$ cat src/rtl/pong_match_ctrl.sv
// Round/score sequencer for the pong game: drives the ball/paddle datapath controls,
// keeps both scores, detects the winner and drives the two indicator LEDs.
module pong_match_ctrl #(
   parameter int WIN_SCORE    = 7,
   parameter int SCORE_W      = 4,
   parameter int SERVE_FRAMES = 60,
   parameter int POINT_FRAMES = 90,
   parameter int SPEED_STEP   = 5,
   parameter int BLINK_SH     = 3
) (
   input  logic               clk_pix,
   input  logic               rst_n,
   input  logic               frame,
   input  logic               start,
   input  logic               lft_col,
   input  logic               rgt_col,
   input  logic               p_hit,
   output logic               round_init,
   output logic               serve_dir,
   output logic               motion_en,
   output logic               human_en,
   output logic               speed_inc,
   output logic [SCORE_W-1:0] score_p1,
   output logic [SCORE_W-1:0] score_p2,
   output logic [1:0]         winner,
   output logic [2:0]         game_state,
   output logic               led_1,
   output logic               led_2
);

   localparam int FRM_MAX = (SERVE_FRAMES > POINT_FRAMES) ? SERVE_FRAMES : POINT_FRAMES;
   localparam int FRM_W   = $clog2(FRM_MAX + 1);
   localparam int HIT_W   = $clog2(SPEED_STEP + 1);
   localparam int BLK_W   = BLINK_SH + 1;

   localparam logic [SCORE_W-1:0] WIN_S    = SCORE_W'(WIN_SCORE);
   localparam logic [FRM_W-1:0]   SERVE_LD = FRM_W'(SERVE_FRAMES);
   localparam logic [FRM_W-1:0]   POINT_LD = FRM_W'(POINT_FRAMES);
   localparam logic [FRM_W-1:0]   FRM_ONE  = FRM_W'(1);
   localparam logic [HIT_W-1:0]   HIT_LAST = HIT_W'(SPEED_STEP - 1);
   localparam logic [1:0]         WHO_NONE = 2'b00;
   localparam logic [1:0]         WHO_P1   = 2'b01;
   localparam logic [1:0]         WHO_P2   = 2'b10;

   typedef enum logic [2:0] {
      ST_ATTRACT   = 3'd0,
      ST_SERVE     = 3'd1,
      ST_PLAY      = 3'd2,
      ST_PAUSE     = 3'd3,
      ST_POINT     = 3'd4,
      ST_GAME_OVER = 3'd5
   } state_t;

   state_t             state_q, state_d;
   logic [SCORE_W-1:0] score_p1_q, score_p1_d;
   logic [SCORE_W-1:0] score_p2_q, score_p2_d;
   logic [1:0]         winner_q, winner_d;
   logic [1:0]         scorer_q, scorer_d;
   logic               serve_dir_q, serve_dir_d;
   logic [FRM_W-1:0]   frm_cnt_q, frm_cnt_d;
   logic [HIT_W-1:0]   hit_cnt_q, hit_cnt_d;
   logic [BLK_W-1:0]   blink_cnt_q, blink_cnt_d;
   logic               round_init_q, round_init_d;
   logic               speed_inc_q, speed_inc_d;
   logic               motion_en_q, motion_en_d;
   logic               human_en_q, human_en_d;
   logic               led_1_q, led_1_d;
   logic               led_2_q, led_2_d;

   function automatic logic [SCORE_W-1:0] sat_inc(input logic [SCORE_W-1:0] s);
      return (s >= WIN_S) ? s : s + SCORE_W'(1);
   endfunction

   always_ff @(posedge clk_pix) begin
      if (!rst_n) begin
         state_q      <= ST_ATTRACT;
         score_p1_q   <= '0;
         score_p2_q   <= '0;
         winner_q     <= WHO_NONE;
         scorer_q     <= WHO_NONE;
         serve_dir_q  <= 1'b0;
         frm_cnt_q    <= '0;
         hit_cnt_q    <= '0;
         blink_cnt_q  <= '0;
         round_init_q <= 1'b0;
         speed_inc_q  <= 1'b0;
         motion_en_q  <= 1'b1;
         human_en_q   <= 1'b0;
         led_1_q      <= 1'b0;
         led_2_q      <= 1'b0;
      end else begin
         state_q      <= state_d;
         score_p1_q   <= score_p1_d;
         score_p2_q   <= score_p2_d;
         winner_q     <= winner_d;
         scorer_q     <= scorer_d;
         serve_dir_q  <= serve_dir_d;
         frm_cnt_q    <= frm_cnt_d;
         hit_cnt_q    <= hit_cnt_d;
         blink_cnt_q  <= blink_cnt_d;
         round_init_q <= round_init_d;
         speed_inc_q  <= speed_inc_d;
         motion_en_q  <= motion_en_d;
         human_en_q   <= human_en_d;
         led_1_q      <= led_1_d;
         led_2_q      <= led_2_d;
      end
   end

   always_comb begin
      state_d     = state_q;
      score_p1_d  = score_p1_q;
      score_p2_d  = score_p2_q;
      winner_d    = winner_q;
      scorer_d    = scorer_q;
      serve_dir_d = serve_dir_q;
      frm_cnt_d   = frm_cnt_q;
      hit_cnt_d   = hit_cnt_q;
      blink_cnt_d = blink_cnt_q;
      speed_inc_d = 1'b0;
      case (state_q)
         ST_ATTRACT: begin
            if (lft_col || rgt_col) hit_cnt_d = '0;
            if (start) begin
               score_p1_d  = '0;
               score_p2_d  = '0;
               winner_d    = WHO_NONE;
               scorer_d    = WHO_NONE;
               serve_dir_d = 1'b0;
               state_d     = ST_SERVE;
            end
         end
         ST_SERVE: begin
            if (frame) begin
               if (frm_cnt_q <= FRM_ONE) begin
                  frm_cnt_d = '0;
                  state_d   = ST_PLAY;
               end else begin
                  frm_cnt_d = frm_cnt_q - FRM_ONE;
               end
            end
         end
         ST_PLAY: begin
            if (frame && p_hit) begin
               if (hit_cnt_q >= HIT_LAST) begin
                  hit_cnt_d   = '0;
                  speed_inc_d = 1'b1;
               end else begin
                  hit_cnt_d = hit_cnt_q + HIT_W'(1);
               end
            end
            // Collisions outrank the pause button when both land together.
            if (lft_col && rgt_col) begin
               scorer_d = WHO_NONE;
               state_d  = ST_POINT;
            end else if (rgt_col) begin
               score_p1_d  = sat_inc(score_p1_q);
               scorer_d    = WHO_P1;
               serve_dir_d = 1'b0;
               state_d     = ST_POINT;
            end else if (lft_col) begin
               score_p2_d  = sat_inc(score_p2_q);
               scorer_d    = WHO_P2;
               serve_dir_d = 1'b1;
               state_d     = ST_POINT;
            end else if (start) begin
               state_d = ST_PAUSE;
            end
         end
         ST_PAUSE: begin
            if (start) state_d = ST_PLAY;
         end
         ST_POINT: begin
            if (frame) begin
               blink_cnt_d = blink_cnt_q + BLK_W'(1);
               if (frm_cnt_q <= FRM_ONE) begin
                  frm_cnt_d = '0;
                  if (scorer_q == WHO_P1 && score_p1_q == WIN_S) begin
                     winner_d = WHO_P1;
                     state_d  = ST_GAME_OVER;
                  end else if (scorer_q == WHO_P2 && score_p2_q == WIN_S) begin
                     winner_d = WHO_P2;
                     state_d  = ST_GAME_OVER;
                  end else begin
                     state_d = ST_SERVE;
                  end
               end else begin
                  frm_cnt_d = frm_cnt_q - FRM_ONE;
               end
            end
         end
         ST_GAME_OVER: begin
            if (start) begin
               score_p1_d  = '0;
               score_p2_d  = '0;
               winner_d    = WHO_NONE;
               scorer_d    = WHO_NONE;
               serve_dir_d = 1'b0;
               state_d     = ST_SERVE;
            end
         end
         default: state_d = ST_ATTRACT;
      endcase
      // Entry actions: timers reload and a new round clears the hit count.
      if (state_d != state_q) begin
         if (state_d == ST_SERVE) begin
            frm_cnt_d = SERVE_LD;
            hit_cnt_d = '0;
         end else if (state_d == ST_POINT) begin
            frm_cnt_d   = POINT_LD;
            blink_cnt_d = '0;
         end
      end
   end

   always_comb begin
      motion_en_d  = 1'b0;
      human_en_d   = 1'b1;
      led_1_d      = 1'b0;
      led_2_d      = 1'b0;
      round_init_d = ((state_d == ST_SERVE) && (state_q != ST_SERVE)) ||
                     ((state_q == ST_ATTRACT) && (state_d == ST_ATTRACT) && (lft_col || rgt_col));
      case (state_d)
         ST_ATTRACT: begin
            motion_en_d = 1'b1;
            human_en_d  = 1'b0;
         end
         ST_PLAY: motion_en_d = 1'b1;
         ST_POINT: begin
            led_1_d = (scorer_d == WHO_P1) && blink_cnt_d[BLINK_SH];
            led_2_d = (scorer_d == WHO_P2) && blink_cnt_d[BLINK_SH];
         end
         ST_GAME_OVER: begin
            led_1_d = (winner_d == WHO_P1);
            led_2_d = (winner_d == WHO_P2);
         end
         default: motion_en_d = 1'b0;
      endcase
   end

   assign round_init = round_init_q;
   assign serve_dir  = serve_dir_q;
   assign motion_en  = motion_en_q;
   assign human_en   = human_en_q;
   assign speed_inc  = speed_inc_q;
   assign score_p1   = score_p1_q;
   assign score_p2   = score_p2_q;
   assign winner     = winner_q;
   assign game_state = state_q;
   assign led_1      = led_1_q;
   assign led_2      = led_2_q;

endmodule

$ cat config.mk
export PLATFORM = sky130hd
export DESIGN_NAME = pong_match_ctrl
export DESIGN_NICKNAME = d
export VERILOG_FILES = /design/src/rtl/pong_match_ctrl.sv
export SDC_FILE = /design/constraint.sdc
export NUM_CORES = 1
export LEC_CHECK = 0
export BUFFER_PORTS_ARGS = -buffer_cell sky130_fd_sc_hd__clkbuf_2
export CORE_MARGIN = 2
export CORE_UTILIZATION = 40
export DETAILED_ROUTE_END_ITERATION = 16
export HOLD_SLACK_MARGIN = 0.12
export PLACE_DENSITY = 0.71
export RECOVER_POWER = 25
export SETUP_SLACK_MARGIN = 0.1
export SYNTH_ARGS = -nofsm -noshare
export SYNTH_HDL_FRONTEND = slang
export SYNTH_SLANG_ARGS = --single-unit
$ cat constraint.sdc
create_clock -name clk_pix -period 2.65 [get_ports clk_pix]
set_input_delay 0.265 -clock clk_pix [delete_from_list [all_inputs] [get_ports clk_pix]]
set_output_delay 0.265 -clock clk_pix [all_outputs]
set_load 0.03 [all_outputs]
======== After elaboration in Yosys (flattened, before gate mapping) ========
Index checks and enable logic that the tools add are counted.
word-level totals
  bits in registers ....................... 36
  latch bits .............................. 0
  bits in writable memories ............... 0
  ROM bits ................................ 0
  input bits .............................. 7
  word-level logic and storage cells ...... 133
  memories kept ........................... 0
operators by class
  add/subtract/negate cells ............... 5
  multiply operators ...................... 0
  div/mod/pow operators ................... 0
  $lt $le $gt $ge ......................... 4
  equality and inequality tests ........... 27
  shift-type cells ........................ 0
  muxes and demuxes ....................... 61
  bitwise operators ....................... 0
  reductions and logical operators ........ 21
operator list
  kind                                                                                  number
  4-bit two-way mux                                                                     13
  3-bit two-way mux                                                                     17
  7-bit two-way mux                                                                     6
  2-bit two-way mux                                                                     9
  4-bit one-hot mux with 2 select lines                                                 2
  3-bit one-hot mux with 5 select lines                                                 1
  4-bit by 1-bit adder with 4-bit output (second input constant)                        3
  3-bit == test (second input constant)                                                 4
  2-bit != test (second input constant)                                                 6
  3-bit by 2-bit == test with 1-bit output (second input constant)                      3
  1-bit logical AND                                                                     9
  4-bit by 3-bit == test with 1-bit output (second input constant)                      2
  4-bit by 3-bit greater-or-equal comparator with 1-bit output (second input constant)  2
  2-bit one-hot mux with 2 select lines                                                 2
  7-bit by 1-bit <= comparator with 1-bit output (second input constant)                1
  1-bit two-way mux                                                                     7
  7-bit by 1-bit subtractor with 7-bit output (second input constant)                   1
  2-bit by 1-bit == test with 1-bit output (second input constant)                      3
  2-bit == test (second input constant)                                                 3
  3-bit by 1-bit == test with 1-bit output (second input constant)                      2
  3-bit zero test                                                                       2
  1-bit one-hot mux with 2 select lines                                                 3
  3-bit one-hot mux with 2 select lines                                                 1
  6-bit AND reduction                                                                   1
  other kinds (12)                                                                      15

======== Depth between registers and ports, before layout ========
Gate-level depths: netlist of run 1.
  depth after elaboration ................. 13
  depth in mapped cells ................... 9
  depth with buffers taken out ............ 8

======== Worst setup path before layout of run 1 ========
OpenSTA, ideal clock, no wires.
  path kind ............................... register to register
  start ................................... register score_p1_q[0] (netlist: score_p1[0])
  end ..................................... register led_1_q (netlist: led_1)
  setup time .............................. 0.092 ns
  arrival time ............................ 2.172 ns
  setup slack ............................. 0.385 ns
  cell stages (with the launch flop) ...... 9
  clock period less this slack ............ 2.265 ns
  cell sequence ........................... dfxtp_1 ha_1 nand2_1 nor3_1 o31a_1 and3b_1 buf_6 or3_1 o32ai_1
on the way
  longest elaborated chain between the ends .. 12
  elaborated cells between the ends (all ways) .. 20
  those cells by class .................... eq/ne (6); mux (12); reduce/logical (2)
ends and longest elaborated chain
  what                                        line      source
  start: declaration                          55        logic [SCORE_W-1:0] score_p1_q, score_p1_d;
  start signal: assignment                    93        score_p1_q <= score_p1_d;
  4-bit by 3-bit == test with 1-bit output *  178       if (scorer_q == WHO_P1 && score_p1_q == WIN_S) begin
  1-bit logical AND *                         178
  3-bit two-way mux                           178
  3-bit two-way mux                           176       if (frm_cnt_q <= FRM_ONE) begin
  3-bit two-way mux                           174       if (frame) begin
  3-bit one-hot mux with 5 select lines       121       case (state_q)
  3-bit == test                               209, 223
  4-bit two-way mux                           209       end else if (state_d == ST_POINT) begin
  4-bit two-way mux                           206       if (state_d == ST_SERVE) begin
  4-bit two-way mux                           205       if (state_d != state_q) begin
  1-bit logical AND                           230       led_1_d = (scorer_d == WHO_P1) && blink_cnt_d[BLINK_SH];
  1-bit one-hot mux with 2 select lines *     223       case (state_d)
  end signal: assignment                      105       led_1_q <= led_1_d;
  end: declaration                            67        logic led_1_q, led_1_d;
Every way passes the cells marked *; elsewhere a longest branch is shown, timed or not.
A chain may end at the register's enable or synchronous reset.

======== Worst setup path in the final report of run 1 ========
  start ................................... register score_p1_q[0] (netlist: score_p1[0])
  end ..................................... register led_2_q (netlist: led_2)
on the way
  longest elaborated chain between the ends .. 12
  elaborated cells between the ends (all ways) .. 20
  those cells by class .................... eq/ne (6); mux (12); reduce/logical (2)
ends and longest elaborated chain
  what                                        line      source
  4-bit by 3-bit == test with 1-bit output *  178
  1-bit logical AND *                         178
  3-bit two-way mux                           178
  3-bit two-way mux                           176
  3-bit two-way mux                           174
  3-bit one-hot mux with 5 select lines       121
  3-bit == test                               209, 223
  4-bit two-way mux                           209
  4-bit two-way mux                           206
  4-bit two-way mux                           205
  1-bit logical AND                           231       led_2_d = (scorer_d == WHO_P2) && blink_cnt_d[BLINK_SH];
  1-bit one-hot mux with 2 select lines *     223
  end signal: assignment                      106       led_2_q <= led_2_d;
  end: declaration                            68        logic led_2_q, led_2_d;
Marked as above.

==> metrics.md, run 1 <==
| Metric | Value |
|---|---|
| Setup TNS | `0 ps` |
| CTS tree | `yes` |
| Global-route wire length before repair | `between 7000 and 8000 um` |
| CP arrival | `between 2000 and 3000 ps` |
| Skew-Pair Late Insertion Delay | `slightly below 300 ps` |
| Residual DRC | `0` |
| CTS Buffer Depth | `2` |
| CP bufs+invs | `0` |
| Crit path cell chain | `ha_1 > nand2_1 > nor3_1 > o31a_1 > and3b_1 > or3_1 > o32ai_1` |
| Crit path max fanout | `9` |
| TritonCTS Buffers | `5` |
| Worst setup margin | `around 330 ps` |
| Max Slew Vio Count | `0` |
| Yosys warns | `0` |
| Worst setup SP type | `flop` |
| DRT Pass-1 Iters | `4` |
| Syn Area/Cell | `8.36 sq um` |
| Die width | `between 70 and 80 um` |
| Clock slew seen by the registers of the worst setup and hold paths | `70 ps` |
| Post-CTS Setup Inserts | `0` |
| R2R depth | `7` |
| Period minus WS final | `2320 ps` |
| Max_cap viols | `0` |
| Initial antenna violation count | `0` |
| Slowest CP cell | `nor3_1` |
| # clock sinks | `36` |
| CTS Root Cell | `clkbuf_8` |
| Via count | `1663` |
| Most common cell after layout, fill and taps aside | `dfxtp_1` |
| Gates resized, CTS repair | `0` |
| WS Path Type | `flop to flop` |
| Hold Path Origin | `rst_n` |
| Ratio of cells with drive above 1 in the final layout | `roughly 12%` |
| Number of global-route vias before repair | `approximately 1500` |
| Pre-CTS WS | `338 ps` |
| Final setup vio count | `0` |
| IO Port Bufs | `26` |
| Syn_nets | `239` |
| Worst-Margin Slew | `562 ps` |
| Hpwl dp | `3120 um` |
| Area of the multi-input gates | `1080 sq um` |
| Status | `finished, final reports clean` |
| Leak Pwr | `around 0.84 nW` |
| Post-synthesis register bit count | `36` |
| Hold_ws | `257 ps` |
| Max VDD drop | `between 400 and 500 uV` |
| Via density | `5.47` |
| FFs w/ async S/R, synth | `0%` |
| Initial DRC Count | `about 110` |
| Reg2reg end | `led_2` |
| Fin. Hold Viols | `0` |
| Hold Path Depth | `2` |
| Synth Flop Type | `dfxtp_1` |
| Hold_buf cts | `0` |
| Required time of the critical path | `approximately 2900 ps` |
| FMAX | `430 MHz` |
| Area grow syn2layout | `13.0%` |
| H-tree depth | `2` |
| Cell Pwr Density | `around 650 nW/um^2` |
| Worst r2r src | `score_p1[0]` |
| RSZ-0062 raised after global routing | `false` |
| Crit end category | `flop` |
| Overflow after GRT | `0` |
| Slew margin rel. | `62.1%` |
| Post-Syn Area | `1880 sq um` |
| Worst R2R Setup Slack | `between 300 and 400 ps` |
| Post-synthesis cell type count | `49` |
| Routed WL | `4120 um` |
| Post-synthesis sequential area ratio | `a little under two fifths` |
| Die area | `5270 sq um` |
| Fillers | `438` |
| Worst Hold Endpoint | `motion_en` |
| Storage cell area | `721 sq um` |
| Crit share post-route | `between 80% and 90%` |
| Fin Clk Skew | `approximately 7.4 ps` |
| Hold crit path type | `input pin to flop` |
| Routability cong. | `0.890` |
| DIE HEIGHT | `between 70 and 80 um` |
| Post-synth EDFFs | `0` |
| GRT Total Usage | `17.2%` |
| Core ar. | `4440 sq um` |
| WL/cell | `13.5 um` |
| Final ANT Viol Nets | `0` |
| Crit path max-delay family | `simple AND/OR/NAND/NOR gates` |
| Effective utilization at floorplan | `a little over two fifths` |
| Ant diodes | `0` |
| Final #Nets | `265` |
| CP max stage delay | `450 ps` |
| Largest net degree at the start of global routing | `17` |
| FP Rows | `24` |
| Tot Pwr | `1.37 mW` |
| I/O pins | `27` |
| Most frequent cells in the layout | `dfxtp_1 (36), nor2_1 (25), nand2_1 (24)` |
| Cell count after synthesis | `225` |
cells in the mapped netlist (all sizes together), types with 2 or more instances:
cell      n  area (sq um)
a211oi    3          22.5
a21oi    16          80.1
a2bb2oi   2          17.5
a31o      2          17.5
a31oi     7          43.8
a41oi     3          26.3
and2      5          31.3
and3      2          12.5
and3b     2          17.5
buf       5          36.3
clkbuf    3          11.3
dfxtp    36           721
ha        7          87.6
inv      10          37.5
mux2i     2          20.0
nand2    24          90.1
nand2b    4          25.0
nand3     5          25.0
nand3b    2          15.0
nor2     25          93.8
nor2b     3          18.8
nor3     10          60.1
nor3b     2          25.0
nor4      2          12.5
o211a     2          20.0
o21a      4          30.0
o21ai     9          48.8
o32ai     2          17.5
or3       6          37.5
xnor2     4          35.0
xor2      3          26.3
power breakdown:
part	switching [mW]	internal (mW)
clock	0.192	0.279
sequential	0.0404	0.573
combinational	0.184	0.103
total	0.416	0.956
how the worst max path moves through the flow:
stage / from / endpoint / depth (start not counted)
after floorplan: score_p1[0] / led_1 / 8
after global placement: score_p1[0] / led_2 / 7
after detailed placement: score_p1[0] / led_2 / 7
after CTS: score_p1[0] / led_2 / 7
after global routing: score_p1[0] / led_2 / 7
final: score_p1[0] / led_2 / 7
layout make-up:
type | instances | share of cell area (%)
clock buffers | 6 | 3.41
well taps | 52 | 3.06
clock inverters | 2 | 1.65
inverters | 10 | 1.76
multi-input cells | 171 | 50.6
repair buffers | 27 | 5.65
flip-flops and latches | 36 | 33.9
sequential cells by signal, summed over array words and instances (netlist names):
name,count
motion_en,1
blink_cnt_q,4
round_init,1
human_en,1
frm_cnt_q,7
led_1,1
score_p2,4
led_2,1
score_p1,4
scorer_q,2
serve_dir,1
hit_cnt_q,3
winner,2
game_state,3
speed_inc,1
stage by stage:
stage | instance area [sq um] | utilization, % | instances
after global placement | 2040 | 45.8 | 296
after floorplan | 1880 | - | 225
after global routing | 2130 | 47.9 | 304
final | 2130 | 47.9 | 304
after CTS | 2140 | 48.3 | 304
after detailed placement | 2040 | 45.8 | 296
metal layers:
metal  part of all wire [%]  global-route usage [%]
met1                     48                    22.8
met3                    4.9                    3.87
met2                     46                    26.7
met4                    1.6                    7.61
met5                      0                       0
cells by family (layout without fill, tap and decap cells):
family                   after synthesis  after routing  share of synthesized area (%)
AND/OR/NAND/NOR                       96             96                           26.9
AO/OA/AOI/OAI                         57             57                           20.2
flip-flops                            36             36                           38.3
buffers and inverters                 18             45                           4.52
adder cells (fa/ha/maj)                8              8                           5.19
XOR/XNOR                               7              7                           3.26
multiplexers                           3              3                           1.66
Power figures use the tool's default switching activity.
==> run 2: changes to the inputs <==
Settings changed: PLACE_DENSITY 0.71 to 0.73.
Clock period 2.65 ns to 2 ns, I/O delays scaled along.
==> run 2 against run 1 <==
Against the previous run:
- combinational power is 82% higher
- clock skew up 5.9 ps
- critical path depth rose by 1
- clock power is 6.6% higher
- clock-buffer cell count increased by 1
==> metrics.md, run 2 (synthesized netlist as in run 1, its figures left out) <==
| Metric | Value |
|---|---|
| Crit path max-delay family | `simple AND/OR/NAND/NOR gates` |
| Crit path max fanout | `3 (-6)` |
| Max_cap viols | `0 (unchanged)` |
| Slew margin rel. | `56.2% (-5.9 points)` |
| Most frequent cells in the layout | `buf_4 (28), dfxtp_1 (25), nor2_1 (24)` |
| Max Slew Vio Count | `0 (unchanged)` |
| Hold_buf cts | `0 (unchanged)` |
| # clock sinks | `36 (unchanged)` |
| Most common cell after layout, fill and taps aside | `buf_4` |
| Ratio of cells with drive above 1 in the final layout | `29.7% (+18 points)` |
| IO Port Bufs | `26 (unchanged)` |
| FMAX | `511 MHz (+19%)` |
| Required time of the critical path | `2200 ps (-650 ps)` |
| Largest net degree at the start of global routing | `17 (unchanged)` |
| Largest register FFs | `7 (unchanged)` |
| Final #Nets | `292 (+10%)` |
| CTS Root Cell | `clkbuf_8` |
| Residual DRC | `0 (unchanged)` |
| CTS Buffer Depth | `2 (unchanged)` |
| Largest register by flop count | `frm_cnt_q` |
| Initial DRC Count | `114 (unchanged)` |
| DRT Pass-1 Iters | `4 (unchanged)` |
| CP max stage delay | `410 ps (-40 ps)` |
| WS Path Type | `flop to flop` |
| Global-route wire length before repair | `7700 um (+9.7%)` |
| Final setup vio count | `0 (unchanged)` |
| Pre-CTS WS | `-63.1 ps (-401 ps)` |
| Hold_ws | `183 ps (-74.7 ps)` |
| Die area | `5270 sq um (unchanged)` |
| RSZ-0062 raised after global routing | `true` |
| Post-route cell area | `2470 sq um (+16%)` |
| Overflow after GRT | `0 (unchanged)` |
| Worst setup SP type | `flop` |
| Area grow syn2layout | `31.2%` |
| CP bufs+invs | `1 (+1)` |
| Routability cong. | `0.893 (+0.34%)` |
| H-tree depth | `2 (unchanged)` |
| Slowest CP cell | `or3_4` |
| Clock slew seen by the registers of the worst setup and hold paths | `80 ps (about the same)` |
| Tot Pwr | `1.84 mW (+34%)` |
| Effective utilization at floorplan | `42.3% (unchanged)` |
| Crit path cell chain | `inv_2 > ha_4 > o21bai_4 > nand3_2 > o31a_1 > and3b_2 > or3_4 > o32ai_2` |
| Initial antenna violation count | `0 (unchanged)` |
| Number of global-route vias before repair | `1706 (+14%)` |
| Hold crit path type | `input pin to flop` |
| Status | `finished, final reports clean` |
| Die width | `72.6 um (unchanged)` |
| FP Rows | `24 (unchanged)` |
| Final ANT Viol Nets | `0 (unchanged)` |
| Cell Pwr Density | `747 nW/um^2 (+16%)` |
| Fin. Hold Viols | `0 (unchanged)` |
| Crit share post-route | `97.9% (+10 points)` |
| TritonCTS Buffers | `5 (unchanged)` |
| Placed cell areas | `2200 sq um (+8.2%)` |
| Worst-Margin Slew | `651 ps (+88.9 ps)` |
| Storage cell area | `754 sq um (+4.7%)` |
| CTS tree | `yes` |
| Routed WL | `4900 um (+19%)` |
| Fin Clk Skew | `13.3 ps (+5.86 ps)` |
| Skew-Pair Late Insertion Delay | `300 ps (about the same)` |
| Ant diodes | `0 (unchanged)` |
| CP arrival | `2150 ps (-370 ps)` |
| Hpwl dp | `3300 um (+5.9%)` |
| Worst setup margin | `42.5 ps (-283 ps)` |
| Core ar. | `4440 sq um (unchanged)` |
| Period minus WS final | `1960 ps (-367 ps)` |
| I/O pins | `27 (unchanged)` |
| Via density | `5.56 (+1.7%)` |
| WL/cell | `14.8 um (+9.3%)` |
| Area of the multi-input gates | `1210 sq um (+12%)` |
| Crit end category | `flop` |
| Via count | `1841 (+11%)` |
| Fillers | `414 (-5.5%)` |
| Max VDD drop | `400 uV (-7.5%)` |
| Leak Pwr | `0.978 nW (+16%)` |
| DIE HEIGHT | `72.6 um (unchanged)` |
| GRT Total Usage | `19.0% (+1.8 points)` |
## run 2: cell types whose count changed in the layout (fill, tap and decap cells not counted), moves of 2 or more
| cell | before | now |
|---|---|---|
| nor3b_2 | 2 | 0 |
| dfxtp_2 | 0 | 3 |
| dfxtp_4 | 0 | 8 |
| o32ai_2 | 0 | 2 |
| buf_4 | 1 | 28 |
| dfxtp_1 | 36 | 25 |
| o32ai_1 | 2 | 0 |
| ha_4 | 0 | 3 |
| nor3_4 | 0 | 2 |
| nor3b_4 | 0 | 2 |
| ha_1 | 7 | 3 |
## run 2: path summary, 6_finish.rpt
| path | from | end | slack [ps] | cells past startpoint |
|---|---|---|---|---|
| setup reg to reg | frm_cnt_q[1] | led_2 | 40 | 8 |
| setup / recovery | frm_cnt_q[1] | led_2 | 40 | 8 |
| hold reg to reg | scorer_q[1] | scorer_q[1] | 490 | 2 |
| hold / removal | rst_n | motion_en | 180 | 2 |
## run 2: area by class of cell
class / count / share of cell area, %
sequential: 36 / 30.6
multi-input combinational: 171 / 48.9
timing repair buffer: 54 / 13.1
tap: 52 / 2.64
clock inverter: 1 / 0.203
inverter: 10 / 1.52
clock buffer: 7 / 3.09
## run 2: metal layers
metal	part of all wire (%)	wire [um]	GRT usage, %
met1	42	2070	23.0
met2	48	2360	30.3
met3	5.6	274	4.83
met4	4.0	196	11.3
met5	0	0	0
## run 2: worst reg2reg max path, delay by kind of cell (launching register included)
family	cells	cell delay, ps
simple gates	3	740
compound gates	3	570
buf+inv	1	50
fa+ha+maj	1	150
flops	1	340
## run 2: power by group
part	leakage (nW)	internal, mW	switching (mW)	total, mW
sequential	0.300	0.759	0.0595	0.819
clock	0.0422	0.244	0.258	0.502
combinational	0.636	0.227	0.297	0.523
## run 2: what timing repair did
action,CTS,global route
pin swaps,1,5
gates resized for setup,10,10
setup buffers,5,10
endpoints found under the setup margin,10,11
## run 2: stage by stage
| stage | TNS, ps | utilization (%) | cells |
|---|---|---|---|
| after floorplan | 0 | - | 225 |
| after global placement | 0 | 49.6 | 308 |
| after detailed placement | -86.6 | 49.6 | 308 |
| after CTS | 0 | 53.3 | 321 |
| after global routing | -33.8 | 55.5 | 331 |
| final | 0 | 55.5 | 331 |
